<file path="config.mk">
export PLATFORM = sky130hd
export DESIGN_NAME = canny_frame_sink
export DESIGN_NICKNAME = d
export VERILOG_FILES = /design/src/rtl/canny_pkg.sv /design/src/rtl/canny_sink_fifo.sv /design/src/rtl/canny_frame_sink.sv
export SDC_FILE = /design/constraint.sdc
export NUM_CORES = 1
export LEC_CHECK = 0
export CAP_MARGIN = 5
export CORE_MARGIN = 1
export CORE_UTILIZATION = 55
export CTS_CLUSTER_SIZE = 8
export DETAILED_ROUTE_END_ITERATION = 16
export PLACE_DENSITY = 0.8
export SYNTH_ARGS = -nofsm -noshare
export SYNTH_HDL_FRONTEND = slang
export SYNTH_HIERARCHICAL = 1
export SYNTH_SLANG_ARGS = --single-unit
</file>
<file path="constraint.sdc">
create_clock -name clk -period 4.9 [get_ports clk]
set_input_delay 1.225 -clock clk [delete_from_list [all_inputs] [get_ports clk]]
set_output_delay 1.225 -clock clk [all_outputs]
set_load 0.02 [all_outputs]
</file>
<file path="src/rtl/canny_pkg.sv">
// Shared definitions for the canny frame sink: FSM encoding, widths and the
// {last, data} word carried through the output FIFO.
package canny_pkg;
    localparam int PIX_W  = 8;
    localparam int DIM_W  = 11;
    localparam int LANES  = 4;
    localparam int WORD_W = PIX_W * LANES;

    typedef enum logic [1:0] {
        ST_IDLE  = 2'd0,
        ST_RUN   = 2'd1,
        ST_FLUSH = 2'd2,
        ST_DONE  = 2'd3
    } sink_state_t;

    typedef struct packed {
        logic              last;
        logic [WORD_W-1:0] data;
    } sink_word_t;
endpackage

</file>
<file path="src/rtl/canny_sink_fifo.sv">
// Synchronous word FIFO with a registered show-ahead output stage.
// Capacity (array plus output register) is DEPTH words.
module canny_sink_fifo
    import canny_pkg::*;
#(
    parameter int DEPTH = 16
) (
    input  logic       clk,
    input  logic       rst,
    input  logic       wr_en,
    input  sink_word_t wr_word,
    output logic       full,
    output logic       empty,
    output sink_word_t rd_word,
    output logic       rd_valid,
    input  logic       rd_ready
);
    localparam int AW = $clog2(DEPTH);
    localparam int CW = AW + 1;

    sink_word_t     mem [DEPTH];
    logic [AW-1:0]  rd_ptr_reg;
    logic [AW-1:0]  wr_ptr_reg;
    logic [CW-1:0]  mem_cnt_reg;
    sink_word_t     out_reg;
    logic           out_valid_reg;

    logic pop, out_free, wr_ok, mem_rd, mem_wr, bypass;

    always_comb begin
        pop      = out_valid_reg && rd_ready;
        out_free = !out_valid_reg || pop;
        full     = (mem_cnt_reg + CW'(out_valid_reg)) == CW'(DEPTH);
        empty    = !out_valid_reg && (mem_cnt_reg == '0);
        // A pop frees a slot in the same cycle, so a full FIFO still accepts.
        wr_ok    = wr_en && (!full || pop);
        mem_rd   = out_free && (mem_cnt_reg != '0);
        bypass   = out_free && (mem_cnt_reg == '0) && wr_ok;
        mem_wr   = wr_ok && !bypass;
    end

    always_ff @(posedge clk) begin
        if (mem_wr)
            mem[wr_ptr_reg] <= wr_word;
    end

    always_ff @(posedge clk or negedge rst) begin
        if (!rst) begin
            rd_ptr_reg    <= '0;
            wr_ptr_reg    <= '0;
            mem_cnt_reg   <= '0;
            out_reg       <= '0;
            out_valid_reg <= 1'b0;
        end else begin
            if (mem_wr)
                wr_ptr_reg <= wr_ptr_reg + AW'(1);
            if (mem_rd) begin
                out_reg    <= mem[rd_ptr_reg];
                rd_ptr_reg <= rd_ptr_reg + AW'(1);
            end else if (bypass) begin
                out_reg <= wr_word;
            end
            if (out_free)
                out_valid_reg <= mem_rd || bypass;
            mem_cnt_reg <= mem_cnt_reg + CW'(mem_wr) - CW'(mem_rd);
        end
    end

    assign rd_word  = out_reg;
    assign rd_valid = out_valid_reg;
endmodule

</file>
<file path="src/rtl/canny_frame_sink.sv">
// Frame sink: counts one frame of pixels, packs four bytes per word and
// streams the words out through a FIFO with last-word and frame-done markers.
module canny_frame_sink
    import canny_pkg::*;
#(
    parameter int FIFO_DEPTH = 16,
    parameter int PIX_LSB    = 8
) (
    input  logic        clk,
    input  logic        rst,
    input  logic        start,
    input  logic [11:0] IH,
    input  logic [11:0] IW,
    input  logic        pi_flag,
    input  logic [31:0] pi_data,
    output logic [31:0] m_data,
    output logic        m_valid,
    input  logic        m_ready,
    output logic        m_last,
    output logic        busy,
    output logic        frame_done,
    output logic        ovf_err
);
    sink_state_t       state_reg, state_next;
    logic [DIM_W-1:0]  w_reg, h_reg, x_reg, y_reg;
    logic [1:0]        lane_reg;
    logic [WORD_W-1:0] pack_reg;
    logic              push_reg;
    sink_word_t        push_word_reg;
    logic              ovf_reg;
    logic              done_reg;

    logic [PIX_W-1:0]  pix;
    logic [WORD_W-1:0] ins_word;
    logic              take, last_pix, word_done, drop;
    logic              fifo_full, fifo_empty;
    sink_word_t        fifo_word;
    logic              unused_ok;

    assign pix = pi_data[PIX_LSB +: PIX_W];

    genvar gi;
    generate
        for (gi = 0; gi < LANES; gi++) begin : g_lane
            assign ins_word[gi*PIX_W +: PIX_W] =
                (lane_reg == 2'(gi)) ? pix : pack_reg[gi*PIX_W +: PIX_W];
        end
    endgenerate

    always_comb begin
        take      = (state_reg == ST_RUN) && pi_flag;
        last_pix  = (x_reg == w_reg - DIM_W'(1)) && (y_reg == h_reg - DIM_W'(1));
        word_done = (lane_reg == 2'd3) || last_pix;
        drop      = push_reg && fifo_full && !(m_valid && m_ready);
    end

    always_comb begin
        state_next = state_reg;
        case (state_reg)
            ST_IDLE: begin
                if (start)
                    state_next = ((IW[DIM_W-1:0] == '0) || (IH[DIM_W-1:0] == '0))
                                 ? ST_DONE : ST_RUN;
            end
            ST_RUN:   if (take && last_pix) state_next = ST_FLUSH;
            // The last word may still sit in the push register for one cycle.
            ST_FLUSH: if (!push_reg && fifo_empty) state_next = ST_DONE;
            ST_DONE:  state_next = ST_IDLE;
            default:  state_next = ST_IDLE;
        endcase
    end

    always_ff @(posedge clk or negedge rst) begin
        if (!rst) begin
            state_reg     <= ST_IDLE;
            w_reg         <= '0;
            h_reg         <= '0;
            x_reg         <= '0;
            y_reg         <= '0;
            lane_reg      <= '0;
            pack_reg      <= '0;
            push_reg      <= 1'b0;
            push_word_reg <= '0;
            ovf_reg       <= 1'b0;
            done_reg      <= 1'b0;
        end else begin
            state_reg <= state_next;
            done_reg  <= (state_reg == ST_DONE);
            push_reg  <= take && word_done;
            if (take && word_done)
                push_word_reg <= '{last: last_pix, data: ins_word};
            if (drop)
                ovf_reg <= 1'b1;
            if ((state_reg == ST_IDLE) && start) begin
                w_reg    <= IW[DIM_W-1:0];
                h_reg    <= IH[DIM_W-1:0];
                x_reg    <= '0;
                y_reg    <= '0;
                lane_reg <= '0;
                pack_reg <= '0;
                ovf_reg  <= 1'b0;
            end
            if (take) begin
                lane_reg <= lane_reg + 2'd1;
                pack_reg <= word_done ? '0 : ins_word;
                if (x_reg == w_reg - DIM_W'(1)) begin
                    x_reg <= '0;
                    y_reg <= y_reg + DIM_W'(1);
                end else begin
                    x_reg <= x_reg + DIM_W'(1);
                end
            end
        end
    end

    canny_sink_fifo #(.DEPTH(FIFO_DEPTH)) u_fifo (
        .clk      (clk),
        .rst      (rst),
        .wr_en    (push_reg),
        .wr_word  (push_word_reg),
        .full     (fifo_full),
        .empty    (fifo_empty),
        .rd_word  (fifo_word),
        .rd_valid (m_valid),
        .rd_ready (m_ready)
    );

    assign m_data     = fifo_word.data;
    assign m_last     = fifo_word.last;
    assign busy       = (state_reg != ST_IDLE);
    assign frame_done = done_reg;
    assign ovf_err    = ovf_reg;

    // Bits of the input buses that carry no meaning for this block.
    assign unused_ok = &{1'b0, IH[11], IW[11], pi_data};
endmodule

</file>
==> metrics.cfg, run 1 <==
[global_route]
grt.total_usage=0.2544
grt_pass1_wl_mm=100.6
antenna_found_initial=4
grt_max_degree=79
overflow=0
grt_pass1_vias=16620

[timing]
finalCritPeriodShare=0.7716
drv_slew=0
max-slew-margin-rel=0.1030
skew_ps=26.67
post-route-min-period_ps=3781
fmax_mhz=264.5
rsz0062_at_grt=no
setup_viol_count_final=0
hold_viol_final=0
worst_pin_slew_ps=1343
setup_tns_ps=0

[clock_tree]
cts_hold_buf=0
clk_latency_ps=640
cts_resized=0
ctsHtreeMaxLevel=3
clk_pin_slew_ps=50
numCtsBuffers=96
cts_setup_buffers=0
cts_sinks=691
cts_tree=yes
clock_path_buffers=3
root_buffer=clkbuf_16

[placement]
place_inst=2344
place_congestion=0.8067
portBuffers=71
hpwl_mm=36.37

[layout]
fillers=3397
multiInputGateArea_mm2=0.008129
regArea_mm2=0.01994
nNetsFinal=1852
largest_reg_flops=528
drive_gt1_frac=0.2091
fin_cells=2522
area_growth_pct=15.42

[outcome]
status=finished, final reports clean

[floorplan]
std_cell_rows=83
die_area_mm2=0.05283
fp.dieW_um=229.8
core_mm2=0.05130
pin_count=98
die_y_um=229.8
start_util=0.5565

[synth]
synth_edf_count=528
async_flop_share=0.2359
ys_ff_latch=691
synthMuxAreaShare=0.1444
seq_area_frac_synth=0.6982
synth_area_mm2=0.02855
yosys_warnings=6
synthSimpleGateAreaFrac=0.04501
synth_cell_types=82
synth-compound-area-share=0.06867
synthXorXnorAreaFrac=0.01196
syn_inst=1638
synth_top_family_by_area=multiplexers
synthFlopType=edfxtp_1
synth_fa_ha_area_frac=0.01297
synth_area_per_cell_um2=17.43
syn_nets=1728

[critical_path]
crit_family=simple AND/OR/NAND/NOR gates
crit_arrival_ps=4280
cp-end-kind=register
cp_num_buf_inv=1
critPathLaunchType=register
worst_path_max_delay_cell=nand4_1
criticalPathCategory=register to register
required_ps=5400
cp_cell_sequence=inv_1, ha_1, or4b_4, nor3b_2, xnor2_1, nor3_4, and3_1, nand4_1, mux2i_1, a221o_1
cp_slowest_stage_delay_ps=700
path_max_fanout=11

[routing]
wl_per_cell_um=26.25
drt-pass1-iter-count=7
vias=16120
first_iter_violations=1553
drcViolationCount=0
ant_nets=0
drt-total-wl_mm=66.19
vias_per_cell=6.393

[power]
p_per_area_mw_per_mm2=574.9
peakVddDrop_uv=392.1
cellLeakagePower_uw=0.01197

[flow_run]
drv_cap=0

[hold_path]
min_path_type=register to register

stage by stage:
stage / utilization / hold WS (ps) / worst slack [ps] / total power (uW) / area, um^2
after floorplan: - / 453.7 / 259.3 / 11330 / 28550
after global placement: 0.5878 / 468.5 / 879.0 / 12640 / 30160
after detailed placement: 0.5878 / 471.4 / 813.2 / 12840 / 30160
after CTS: 0.6423 / 491.6 / 1120 / 18990 / 32950
after global routing: 0.6423 / 500.3 / 933.8 / 19680 / 32950
final: 0.6423 / 486.3 / 1119 / 18940 / 32950
final timing paths:
kind,start,end,slack [ps],cells past startpoint
setup reg to reg,w_reg[0],push_word_reg[26],1120,10
min in group asynchronous,rst,u_fifo/rd_word[1],720,1
hold reg to reg,pack_reg[27],pack_reg[27],490,1
hold / removal,pack_reg[27],pack_reg[27],490,1
max in group asynchronous,rst,w_reg[1],3350,2
setup / recovery,w_reg[0],push_word_reg[26],1120,10
where the power goes:
group | switching, uW | total [uW] | internal, uW | leakage (uW)
clock | 2400 | 6100 | 3700 | 0.00132
sequential | 930 | 8020 | 7090 | 0.00687
combinational | 2450 | 4820 | 2370 | 0.00378
total | 5780 | 18900 | 13200 | 0.0120
cell usage after synthesis (30+ instances only):
| master | number | area share |
|---|---|---|
| inv_1 | 33 | 0.0043 |
| and3_1 | 30 | 0.0066 |
| nor2_1 | 30 | 0.0039 |
| clkbuf_1 | 37 | 0.0049 |
| nand2_1 | 44 | 0.0058 |
| dfrtp_1 | 163 | 0.14 |
| buf_2 | 32 | 0.0056 |
| mux2_2 | 64 | 0.025 |
| a22oi_1 | 46 | 0.012 |
| edfxtp_1 | 528 | 0.56 |
| o21ai_0 | 45 | 0.0079 |
| mux4_2 | 87 | 0.069 |
| mux2i_1 | 114 | 0.040 |
placed cells by master (no fill, tap or decap), types with 28 or more instances in the layout:
cell	Yosys	routed
edfxtp_1	528	528
dfrtp_1	163	161
mux2i_1	114	114
clkbuf_16	0	97
mux4_2	87	87
clkbuf_1	37	74
clkdlybuf4s50_1	0	70
mux2_2	64	64
a22oi_1	46	46
o21ai_0	45	45
nand2_1	44	44
buf_4	2	34
inv_1	33	33
nor2_1	30	28
ha_1	28	28
final cells by class:
cell class	instances	area share
Antenna cell	1	0.00007594
Clock buffer	171	0.08209
Clock inverter	6	0.002696
Inverter	34	0.003873
Multi-Input combinational cell	827	0.2467
Sequential cell	691	0.6052
Tap cell	680	0.02582
Timing Repair Buffer	112	0.03360
per-layer routing:
layer  part of all wire  routed length (um)  GRT usage
met2               0.49               32560     0.4176
met3              0.084                5543    0.05357
met4              0.033                2173    0.09892
met5            0.00038                  25          0
met1               0.39               25890     0.3343
kinds of logic after synthesis:
group                      Yosys count
AOI/OAI and AO/OA                  253
xor gates and xnor gates            39
adders and majority gates           29
buffers and inverters              120
DFF                                691
muxes                              285
and+or+nand+nor                    221
(Power assumes the default switching activity.)
==> run 2: changes to the inputs <==
==> constraint.sdc (replaced) <==
create_clock -name clk -period 3.92 [get_ports clk]
set_input_delay 0.98 -clock clk [delete_from_list [all_inputs] [get_ports clk]]
set_output_delay 0.98 -clock clk [all_outputs]
set_load 0.02 [all_outputs]
==> run 2 against run 1 <==
Clock power up 25%. Routed wire length rose by 1.6%. Flip-flop and latch count stayed put. Sequential power up 24%. Combinational power increased by 28%. First-iteration DRC count fell by 7.6%. Critical path type unchanged. Critical endpoint is now u_fifo/mem_cnt_reg[4]. Largest power group unchanged. Highest routed layer unchanged.
==> metrics.cfg, run 2 (synthesis results as in run 1) <==
[timing]
hold_viol_final=0  ; unchanged
post-route-min-period_ps=3465  ; was 3781 ps
fmax_mhz=288.6  ; was 264.5 MHz
finalCritPeriodShare=0.8839  ; was 0.7716
setup_tns_ps=0  ; unchanged
drv_slew=0  ; unchanged
max-slew-margin-rel=0.2938  ; was 0.1030
skew_ps=25.08  ; was 26.67 ps
rsz0062_at_grt=no  ; unchanged
worst_pin_slew_ps=1059  ; was 1343 ps
setup_slack_ps=455.2  ; was 1119 ps
setup_viol_count_final=0  ; unchanged

[global_route]
overflow=0  ; unchanged
grt.total_usage=0.2609  ; was 0.2544
grt_pass1_vias=17140  ; was 16620
antenna_found_initial=5  ; was 4
grt_pass1_wl_mm=103.2  ; was 100.6 mm
grt_max_degree=68  ; was 79

[hold_path]
min_path_type=input port to asynchronous set/reset pin  ; was register to register

[critical_path]
cp-endpoint=u_fifo/mem_cnt_reg[4]  ; was push_word_reg[26]
critPathLaunchType=register  ; unchanged
crit_arrival_ps=3970  ; was 4280 ps
startpoint=u_fifo/mem_cnt_reg[2]  ; was w_reg[0]
rrSetupSlack_ps=460  ; was 1120 ps
required_ps=4430  ; was 5400 ps
r2r_cells=17  ; was 10
timing.rr.end=u_fifo/mem_cnt_reg[4]  ; was push_word_reg[26]
r2r-start=u_fifo/mem_cnt_reg[2]  ; was w_reg[0]
criticalPathCategory=register to register  ; unchanged
cp-end-kind=register  ; unchanged
path_max_fanout=7  ; was 11

[outcome]
status=finished, final reports clean  ; unchanged

[flow_run]
drv_cap=0  ; unchanged

[placement]
dp_slack_ps=148.1  ; was 813.2 ps
place_congestion=0.8231  ; was 0.8067
hpwl_mm=38.15  ; was 36.37 mm
place_area_mm2=0.03041  ; was 0.03016 mm^2
portBuffers=71  ; unchanged

[power]
p_per_area_mw_per_mm2=716.1  ; was 574.9 mW/mm^2
cellLeakagePower_uw=0.01211  ; was 0.01197 uW
peakVddDrop_uv=467.4  ; was 392.1 uV

[floorplan]
std_cell_rows=83  ; unchanged
pin_count=98  ; unchanged
start_util=0.5565  ; unchanged
die_area_mm2=0.05283  ; unchanged
fp.dieW_um=229.8  ; unchanged
core_mm2=0.05130  ; unchanged
die_y_um=229.8  ; unchanged

[routing]
first_iter_violations=1435  ; was 1553
drt-total-wl_mm=67.25  ; was 66.19 mm
vias=16240  ; was 16120
drcViolationCount=0  ; unchanged
ant_nets=0  ; unchanged
drt-pass1-iter-count=5  ; was 7
wl_per_cell_um=26.46  ; was 26.25 um
vias_per_cell=6.389  ; was 6.393

[clock_tree]
numCtsBuffers=96  ; unchanged
cts_sinks=691  ; unchanged
cts_tree=yes  ; unchanged
cts_setup_buffers=0  ; unchanged
root_buffer=clkbuf_16  ; unchanged
cts_resized=0  ; unchanged
cts_hold_buf=0  ; unchanged
clk_pin_slew_ps=50  ; about the same
clock_path_buffers=3  ; unchanged
clk_latency_ps=640  ; about the same
ctsHtreeMaxLevel=3  ; unchanged

[layout]
finalInstanceArea_mm2=0.03320  ; was 0.03295 mm^2
layout_commonest_cell=edfxtp_1  ; unchanged
drive_gt1_frac=0.2177  ; was 0.2091
layout_common_cells=edfxtp_1, dfrtp_1, mux2i_1  ; unchanged
largest_reg_flops=528  ; unchanged
nNetsFinal=1873  ; was 1852
area_growth_pct=16.29  ; was 15.42%

run 2: cell types whose count changed in the layout (fill, tap and decap cells not counted), moves of 2 or more:
cell	before	now
buf_4	34	48
buf_12	7	14
clkbuf_16	97	99
inv_6	2	0
run 2: stage by stage:
step | hold slack [ps] | util | power [uW] | std cells
after floorplan | 453.7 | - | 14170 | 1638
after global placement | 469.6 | 0.5927 | 15910 | 2365
after detailed placement | 470.9 | 0.5927 | 16150 | 2365
after CTS | 384.6 | 0.6471 | 23870 | 2540
after global routing | 414.5 | 0.6471 | 24740 | 2540
final | 362.6 | 0.6472 | 23780 | 2542
run 2: where the power goes:
| group | switching [uW] | internal (uW) |
|---|---|---|
| Combinational | 3140 | 3030 |
| Sequential | 1120 | 8860 |
| Clock | 2950 | 4680 |
| Total | 7210 | 16600 |
run 2: worst max-delay path, cell delays in order, from the launching register on:
cell     delay (ps)
dfrtp_1         450
inv_1           110
ha_1            150
or4b_1          620
o21ai_2         220
a41oi_2          80
a22o_4          310
inv_1            80
ha_1            230
inv_1            60
ha_1            160
inv_1            60
fa_1            430
inv_1            80
a21oi_1          60
nor2_1           80
nor2_1           50
xnor2_1         110
run 2: cell type report:
cell class,instances,area (um^2)
Sequential cell,691,19940
Fill cell,3366,18100
Multi-Input combinational cell,827,8135
Clock buffer,172,2751
Timing Repair Buffer,133,1353
Tap cell,680,850.8
Inverter,34,127.6
Clock inverter,3,37.54
Antenna cell,2,5.005
run 2: per-layer routing:
layer  part of all wire  GRT usage  wire length, um  up-vias
met3              0.073    0.04477             4941      145
li1                   -          -                -     6878
met1               0.39     0.3392            26080     8469
met2               0.50     0.4326            33760      744
met4              0.036     0.1175             2442        4
met5            0.00036          0               24        -
run 2: worst min path at each step:
| stage | start | end | slack [ps] | cells after the start |
|---|---|---|---|---|
| final | rst | x_reg[9] | 360 | 1 |
| after global routing | rst | x_reg[9] | 410 | 1 |
| after CTS | rst | x_reg[9] | 380 | 1 |
| after detailed placement | pack_reg[25] | pack_reg[25] | 470 | 1 |
| after global placement | pack_reg[31] | pack_reg[31] | 470 | 1 |
| after floorplan | pack_reg[24] | pack_reg[24] | 450 | 1 |
==> run 3: changes to the inputs <==
--- a/config.mk
+++ b/config.mk
@@ -10,6 +10,7 @@
 export CORE_UTILIZATION = 55
 export CTS_CLUSTER_SIZE = 8
 export DETAILED_ROUTE_END_ITERATION = 16
+export HOLD_SLACK_MARGIN = 0.02
 export PLACE_DENSITY = 0.8
 export SYNTH_ARGS = -nofsm -noshare
 export SYNTH_HDL_FRONTEND = slang
==> results of run 3 <==
Final layout, timing and power as in run 2 (identical DEF).
